$ cat src/rtl/montar_pin.sv
// -----------------------------------------------------------------------------
// montar_pin
// Keypad-to-PIN assembler that sits in front of the PIN checker. It collects
// decoded keypad strokes into a 4-digit PIN, publishes the PIN with a
// one-cycle status strobe when ENTER is pressed, and handles CLEAR, an
// inactivity timeout and an external enable (lockout) gate.
//
// Ports
//   clk          in   1   clock
//   rst          in   1   reset, asynchronous, active-high
//   enable       in   1   1 = accept keys, 0 = ignore key_valid
//   key_valid    in   1   single-cycle strobe, key_code valid this cycle
//   key_code     in   4   0-9 digit, 4'hA = CLEAR, 4'hB = ENTER, others ignored
//   pin_out      out  17  {status, digit1, digit2, digit3, digit4}
//   digit_count  out  3   digits currently held (0..4)
//   timeout_evt  out  1   one-cycle pulse when an entry is discarded by timeout
// -----------------------------------------------------------------------------
module montar_pin #(
    parameter int          TIMEOUT_CYCLES = 5_000_000,
    parameter logic [3:0]  PAD_DIGIT      = 4'hF
) (
    input  logic        clk,
    input  logic        rst,
    input  logic        enable,
    input  logic        key_valid,
    input  logic [3:0]  key_code,
    output logic [16:0] pin_out,
    output logic [2:0]  digit_count,
    output logic        timeout_evt
);

    localparam int              TW     = $clog2(TIMEOUT_CYCLES);
    localparam logic [TW-1:0]   T_LAST = TW'(TIMEOUT_CYCLES - 1);

    localparam logic [1:0] S_IDLE   = 2'd0;
    localparam logic [1:0] S_COLETA = 2'd1;
    localparam logic [1:0] S_ENVIA  = 2'd2;
    localparam logic [1:0] S_HOLD   = 2'd3;

    localparam logic [3:0] KEY_CLEAR = 4'hA;
    localparam logic [3:0] KEY_ENTER = 4'hB;

    localparam logic [3:0][3:0] PAD_ALL = {4{PAD_DIGIT}};

    // digits_q[0] holds digit1 (the first key pressed)
    logic [1:0]       state_q,  state_d;
    logic [3:0][3:0]  digits_q, digits_d;
    logic [2:0]       count_q,  count_d;
    logic [TW-1:0]    timer_q,  timer_d;
    logic             status_q, status_d;
    logic             tevt_q,   tevt_d;

    logic key_acc_s;
    logic is_digit_s;
    logic is_clear_s;
    logic is_enter_s;

    assign key_acc_s  = key_valid & enable;
    assign is_digit_s = key_acc_s & (key_code <= 4'd9);
    assign is_clear_s = key_acc_s & (key_code == KEY_CLEAR);
    assign is_enter_s = key_acc_s & (key_code == KEY_ENTER);

    // Next-state logic for the entry FSM, digit store, counter and idle timer
    always_comb begin
        state_d  = state_q;
        digits_d = digits_q;
        count_d  = count_q;
        timer_d  = timer_q;
        status_d = 1'b0;
        tevt_d   = 1'b0;
        case (state_q)
            S_IDLE: begin
                digits_d = PAD_ALL;
                count_d  = 3'd0;
                timer_d  = '0;
                if (is_digit_s) begin
                    digits_d[0] = key_code;
                    count_d     = 3'd1;
                    state_d     = S_COLETA;
                end else begin
                    state_d = S_IDLE;
                end
            end
            S_COLETA: begin
                // An accepted key always takes priority over the timeout check,
                // so a key landing in the timeout cycle keeps the entry alive.
                if (is_digit_s) begin
                    timer_d = '0;
                    if (count_q < 3'd4) begin
                        digits_d[count_q[1:0]] = key_code;
                        count_d                = count_q + 3'd1;
                    end else begin
                        count_d = count_q;
                    end
                end else if (is_clear_s) begin
                    digits_d = PAD_ALL;
                    count_d  = 3'd0;
                    timer_d  = '0;
                    state_d  = S_IDLE;
                end else if (is_enter_s) begin
                    status_d = 1'b1;
                    timer_d  = '0;
                    state_d  = S_ENVIA;
                end else if (timer_q >= T_LAST) begin
                    digits_d = PAD_ALL;
                    count_d  = 3'd0;
                    timer_d  = '0;
                    tevt_d   = 1'b1;
                    state_d  = S_IDLE;
                end else begin
                    // Never exceeds T_LAST, so the counter cannot wrap
                    timer_d = timer_q + TW'(1);
                end
            end
            S_ENVIA: begin
                timer_d = '0;
                state_d = S_HOLD;
            end
            S_HOLD: begin
                // Digits stay stable through HOLD; padding happens on IDLE entry
                timer_d  = '0;
                digits_d = PAD_ALL;
                count_d  = 3'd0;
                state_d  = S_IDLE;
            end
            default: begin
                digits_d = PAD_ALL;
                count_d  = 3'd0;
                timer_d  = '0;
                state_d  = S_IDLE;
            end
        endcase
    end

    // State and output registers with asynchronous reset
    always_ff @(posedge clk or posedge rst) begin
        if (rst) begin
            state_q  <= S_IDLE;
            digits_q <= PAD_ALL;
            count_q  <= 3'd0;
            timer_q  <= '0;
            status_q <= 1'b0;
            tevt_q   <= 1'b0;
        end else begin
            state_q  <= state_d;
            digits_q <= digits_d;
            count_q  <= count_d;
            timer_q  <= timer_d;
            status_q <= status_d;
            tevt_q   <= tevt_d;
        end
    end

    assign pin_out     = {status_q, digits_q[0], digits_q[1], digits_q[2], digits_q[3]};
    assign digit_count = count_q;
    assign timeout_evt = tevt_q;

endmodule

$ cat config.mk
export PLATFORM = sky130hd
export DESIGN_NAME = montar_pin
export DESIGN_NICKNAME = d
export VERILOG_FILES = /design/src/rtl/montar_pin.sv
export SDC_FILE = /design/constraint.sdc
export NUM_CORES = 1
export LEC_CHECK = 0
export BUFFER_PORTS_ARGS = -buffer_cell sky130_fd_sc_hd__buf_2
export CORE_MARGIN = 3
export CORE_UTILIZATION = 35
export CTS_CLUSTER_SIZE = 14
export DETAILED_ROUTE_END_ITERATION = 16
export GPL_ROUTABILITY_DRIVEN = 1
export HOLD_SLACK_MARGIN = 0.1
export PLACE_DENSITY_LB_ADDON = 0.15
export SLEW_MARGIN = 10
export SYNTH_ARGS = -nofsm -noshare
export SYNTH_HDL_FRONTEND = slang
export SYNTH_SLANG_ARGS = --single-unit
$ cat constraint.sdc
create_clock -name clk -period 1.95 [get_ports clk]
set_input_delay 0.39 -clock clk [delete_from_list [all_inputs] [get_ports clk]]
set_output_delay 0.39 -clock clk [all_outputs]
set_load 0.05 [all_outputs]
==> impl_metrics.csv, run 1 <==
group,metric,value,unit
placement,port_buffers,28,
worst_setup_path,cp.required,2140,ps
synthesis,synth-edff-count,0,
drt,drc,0,
floorplanning,die_y,91.7,um
synthesis,yosys-top-cells-count,"nor2_1 (38), dfrtp_1 (30), nand2_1 (27), nand3_1 (17), dfstp_2 (16)",
clock_network,clockBufferDepth,2,
synthesis,ys_top_cells_by_area,"dfrtp_1 (29%), dfstp_2 (16%), nor2_1 (5.5%)",
global_routing,grt.overflow.total,0,
finish,fin_nets,330,
synthesis,synth_top_family_by_area,"simple AND/OR/NAND/NOR gates",
global_routing,grt_pass1_vias,1944,
drt,antenna_left,0,
global_routing,grt_max_degree,26,
timing,tightest_slew,535,ps
finish,drive_gt1_share,30.6,%
worst_setup_path,cp.arrival,2020,ps
synthesis,synth-seq-cells,46,
placement,gp_congestion,0.764,
synthesis,synth_most_common_cell,"nor2_1",
timing,fin_crit_sh,93.9,%
drt,avgViaCountPerCell,5.04,
pwr,p_switching,1160,uW
global_routing,antenna_found_initial,0,
drt,num_vias,2065,
synthesis,synth_compound_area_share,16.0,%
synthesis,seq_area_frac_synth,45.5,%
synthesis,synth_top_area_share,29.2,%
finish,syn2layout_area_growth,21.4,%
floorplanning,io_pins,29,
synthesis,synthMuxAreaShare,0.827,%
pwr,power.density,1010,nW/um^2
clock_network,htree_levels,2,
job,cap_violations,0,
timing,fin_ws,120,ps
clock_network,cts.clk_slew.worst_paths,90,ps
synthesis,avgSynthCellArea,9.52,sq um
finish,diodes,0,
worst_setup_path,worst-path-max-fanout,10,
pwr,max-vdd-ir-drop,0.361,mV
timing,finalMaxSlewViolations,0,
drt,initialDrtViolationCount,74,
global_routing,grt_first_pass_wirelength,9.78,mm
pwr,p_comb_share,42.7,%
drt,drt-wirelength-per-cell,14.6,um
synthesis,synth-async-reset-ratio,100,%
timing,setup_violations,0,
clock_network,cts-root-buf,"clkbuf_8",
timing,hold_violations,0,
outcome,outcome,"finished clean",
synthesis,synth-xor-area-share,6.81,%
worst_hold_path,hold_path_class,"in2async",
placement,place_ws,-121,ps
finish,instances_no_fill,410,
synthesis,yosys_warnings,0,
finish,nFillCells,687,
floorplanning,start_util,37.0,%
pwr,leakagePower,0.00129,uW
synthesis,synth_fa_ha_area_share,4.38,%
drt,routed_wl,5.98,mm
worst_setup_path,endpoint_kind,"register",
pwr,p_total,3160,uW
timing,skew,13.6,ps
synthesis,netlist_instances,270,
synthesis,synthSimpleGateAreaFrac,22.4,%
drt,firstDrtPassIters,6,
pwr,internal_power,2010,uW
synthesis,synth-main-ff-cell,"dfrtp_1",
floorplanning,coreArea,6940,sq um
timing,timing.fmax,0.546,GHz
global_routing,track_usage,14.3,%
placement,dpl.hpwl,4.19,mm
finish,ff_latch_area,1170,sq um
clock_network,clock_latency,300,ps
floorplanning,die_w,91.7,um
clock_network,cts_tree,"done",
worst_setup_path,cp-start-kind,"register",
worst_setup_path,path_class,"reg2reg",
synthesis,synth_area_leader_cell,"dfrtp_1",
clock_network,cts_buffers,5,
pwr,p_clk_share,22.4,%
floorplanning,die-area,8410,sq um
timing,period_needed,1830,ps
synthesis,synth_area,2570,sq um
pwr,seq_power_share,35.0,%
floorplanning,std_cell_rows,30,
pwr,swShare,36.6,%
finish,multiInputGateArea,1340,sq um
clock_network,cts_sinks,46,
timing,maxSlewHeadroom,64.3,%
synthesis,synth_cell_types,48,
synthesis,syn_nets,287,
placement,dp_cells,397,
[routing by layer]
metal	global-route usage [%]	vias to the layer above	part of all wire, %
li1	-	1043	-
met1	20.5	975	49
met2	22.4	43	46
met3	2.71	4	3.7
met4	3.34	0	0.80
met5	0	-	0
[final cells by class]
type / count / share of cell area, %
Inverter: 11 / 1.32
Tap cell: 96 / 3.85
Sequential cell: 46 / 37.5
Timing Repair Buffer: 48 / 10.9
Clock buffer: 7 / 2.44
Multi-Input combinational cell: 201 / 43.0
Clock inverter: 1 / 0.962
[critical path: stages, from the launching register on]
cell       delay [ps]
dfrtp_1           430
ha_1              240
inv_2              90
nor3_2             50
buf_4             160
a221oi_4          230
buf_6             170
buf_12            130
a2bb2oi_1         140
o21ai_0            90
[state kept, by name (all words and copies together) (netlist names), named ones only]
| name | count |
|---|---|
| state_q | 1 |
| timeout_evt | 1 |
| digit_count | 3 |
| pin_out | 16 |
| timer_q | 23 |
| status_q | 1 |
[through the flow]
stage	TNS, ps	hold WS, ps	instance area (sq um)	utilization (%)
6_report	0	121	3120	45.0
3_3_place_gp	-139	444	2910	41.9
5_1_grt	-2.91	159	3120	45.0
4_1_cts	0	142	3030	43.6
2_1_floorplan	0	424	2570	-
3_5_place_dp	-512	440	2910	41.9
[worst paths after layout]
check,start,end,slack [ps],cells past startpoint
min in group clk,key_code[2],pin_out[14],420,2
setup / recovery,state_q[0],digit_count[1],120,9
max in group asynchronous,rst,timer_q[6],1250,3
hold / removal,rst,digit_count[1],120,2
setup reg to reg,state_q[0],digit_count[1],120,9
hold reg to reg,timer_q[0],timer_q[0],450,1
[placed cells by master, fill, tap and decap left out, drive strengths merged, types with 5 or more instances in the layout]
cell type and instances:
o21ai 15, o211ai 12, nand2 27, clkbuf 8
nor2 39, nor3 9, inv 11, xor2 5
dfrtp 30, buf 47, nand4 7, nand3 17
dfstp 16, xnor2 15, ha 9
[kinds of logic after synthesis]
group           Yosys count
compound gates           55
buf+inv                  23
mux                       2
flops                    46
xor+xnor                 20
simple gates            115
fa+ha+maj                 9
[repair_timing]
item / 4_1_cts / 5_1_grt
hold buffers: 0 / 0
resized for setup: 2 / 9
gates cloned: 0 / 2
setup endpoints to repair: 8 / 29
setup buffers: 0 / 3
pin swaps: 0 / 1
hold endpoints to repair: 0 / 0
[power groups by stage]
stage          Combinational (uW)  Clock [uW]  Sequential (uW)
3_3_place_gp                 1150           0             1120
4_1_cts                      1170         726             1110
6_report                     1350         708             1110
2_1_floorplan                 699           0             1260
3_5_place_dp                 1160           0             1130
5_1_grt                      1470         772             1120
No activity file was read; power rests on OpenSTA's default activity.
==> inputs of run 2 (changes only) <==
Settings changed: CORE_ASPECT_RATIO set to 1.1.
==> impl_metrics.csv, run 2 (synthesis gave the netlist of run 1 again) <==
group,metric,value,unit
timing,maxSlewHeadroom,74.2,%
worst_setup_path,path_cells,"nor2_1 -> nor4b_4 -> mux2i_2 -> nand3_2 -> o221a_2",
drt,num_vias,2033,
worst_setup_path,cp-start-kind,"register",
pwr,seq_power_share,37.0,%
floorplanning,die_y,95.9,um
global_routing,grt.overflow.total,0,
finish,largest-register,"timer_q",
pwr,power.density,973,nW/um^2
timing,timing.fmax,0.531,GHz
placement,gp_congestion,0.780,
global_routing,grt_first_pass_wirelength,9.82,mm
clock_network,htree_levels,2,
worst_hold_path,min_delay_path_depth,2,
floorplanning,die_w,87.7,um
timing,fin_ws,67.9,ps
floorplanning,die-area,8410,sq um
worst_setup_path,worst-path-max-fanout,7,
floorplanning,start_util,36.3,%
worst_setup_path,path_buf_inv,0,
pwr,p_switching,1150,uW
outcome,outcome,"finished clean",
floorplanning,coreArea,7090,sq um
pwr,p_comb_share,41.3,%
global_routing,track_usage,14.8,%
timing,finalMaxSlewViolations,0,
timing,skew,10.6,ps
pwr,max-vdd-ir-drop,0.398,mV
finish,mostFrequentLayoutCells,"nor2_1 (38), dfrtp_1 (30), buf_2 (28), nand2_1 (27), buf_4 (18)",
pwr,internal_power,1840,uW
timing,fin_crit_sh,96.5,%
placement,dpl.hpwl,4.18,mm
timing,period_needed,1880,ps
worst_setup_path,cpLargestDelayFamily,"simple AND/OR/NAND/NOR gates",
placement,dp_cells,390,
worst_setup_path,cp.arrival,2130,ps
global_routing,grt_pass1_vias,2002,
worst_setup_path,endpoint_kind,"register",
finish,drive_gt1_share,31.0,%
finish,largest_reg_flops,23,
placement,place_ws,-77.7,ps
finish,layout_commonest_cell,"nor2_1",
finish,fin_nets,332,
finish,utilization,43.4,%
pwr,leakagePower,0.00128,uW
drt,firstDrtPassIters,4,
worst_setup_path,cp.required,2190,ps
global_routing,grt_max_degree,24,
worst_setup_path,cp_num_cells,5,
finish,syn2layout_area_growth,19.6,%
worst_setup_path,path_class,"reg2reg",
clock_network,clockBufferDepth,2,
pwr,p_clk_share,21.8,%
floorplanning,io_pins,29,
worst_setup_path,slowest_stage,"dfrtp_1",
worst_setup_path,slowest_delay,410,ps
pwr,p_total,2990,uW
drt,drc,0,
clock_network,cts_buffers,5,
finish,final_cell_area,3070,sq um
finish,diodes,0,
clock_network,cts-root-buf,"clkbuf_8",
timing,hold_violations,0,
finish,instances_no_fill,401,
clock_network,clock_latency,310,ps
drt,drt-wirelength-per-cell,14.5,um
worst_setup_path,reg2reg_depth,5,
placement,port_buffers,28,
clock_network,cts_tree,"done",
clock_network,cts_sinks,46,
finish,nFillCells,691,
job,cap_violations,0,
clock_network,cts.clk_slew.worst_paths,90,ps
worst_hold_path,hold_path_class,"in2reg",
global_routing,antenna_found_initial,0,
drt,avgViaCountPerCell,5.07,
drt,routed_wl,5.82,mm
drt,antenna_left,0,
placement,postPlaceCellArea,2910,sq um
floorplanning,std_cell_rows,32,
pwr,swShare,38.5,%
drt,initialDrtViolationCount,68,
timing,tightest_slew,387,ps
timing,setup_violations,0,
run 2: cell type report:
class                      instances  area, sq um  share of cell area [%]
clock buffer                       6         82.6                    2.69
tap                               85          106                    3.46
inverter                          11         43.8                    1.42
sequential                        46         1170                    38.1
timing repair buffer              50          328                    10.7
multi-input combinational        201         1330                    43.2
clock inverter                     2         15.0                   0.488
run 2: per-layer routing:
metal | GRT usage (%) | routed length, um | up-vias
li1 | - | - | 1047
met1 | 19.0 | 2780 | 954
met2 | 25.1 | 2830 | 25
met3 | 2.74 | 137 | 7
met4 | 4.35 | 72 | 0
met5 | 0 | 0 | -
run 2: through the flow:
step | hold slack [ps] | TNS, ps
CTS | 405 | 0
global route | 428 | -34.0
floorplan | 424 | 0
finish | 419 | 0
detailed placement | 384 | -298
global placement | 379 | -162
run 2: power groups by stage:
stage               Combinational (uW)  Clock [uW]  Sequential (uW)
floorplan                          699           0             1260
global placement                  1160           0             1120
detailed placement                1170           0             1120
CTS                               1170         686             1110
global route                      1350         714             1120
finish                            1230         651             1110
run 2: worst paths after layout:
path | from | end | slack, ps
worst max-delay path | timer_q[20] | pin_out[14] | 70
worst min-delay path | key_code[2] | pin_out[14] | 420
worst max register to register | timer_q[20] | pin_out[14] | 70
worst min register to register | pin_out[3] | pin_out[3] | 460
max in group asynchronous | rst | timer_q[0] | 780
min in group asynchronous | rst | digit_count[0] | 590
run 2: timing repair:
action	in CTS	in global routing
gates resized for setup	3	7
setup endpoints to repair	5	18
pin swaps	1	1
hold endpoints to repair	10	0
buffers inserted	0	2
hold buffers	1	0
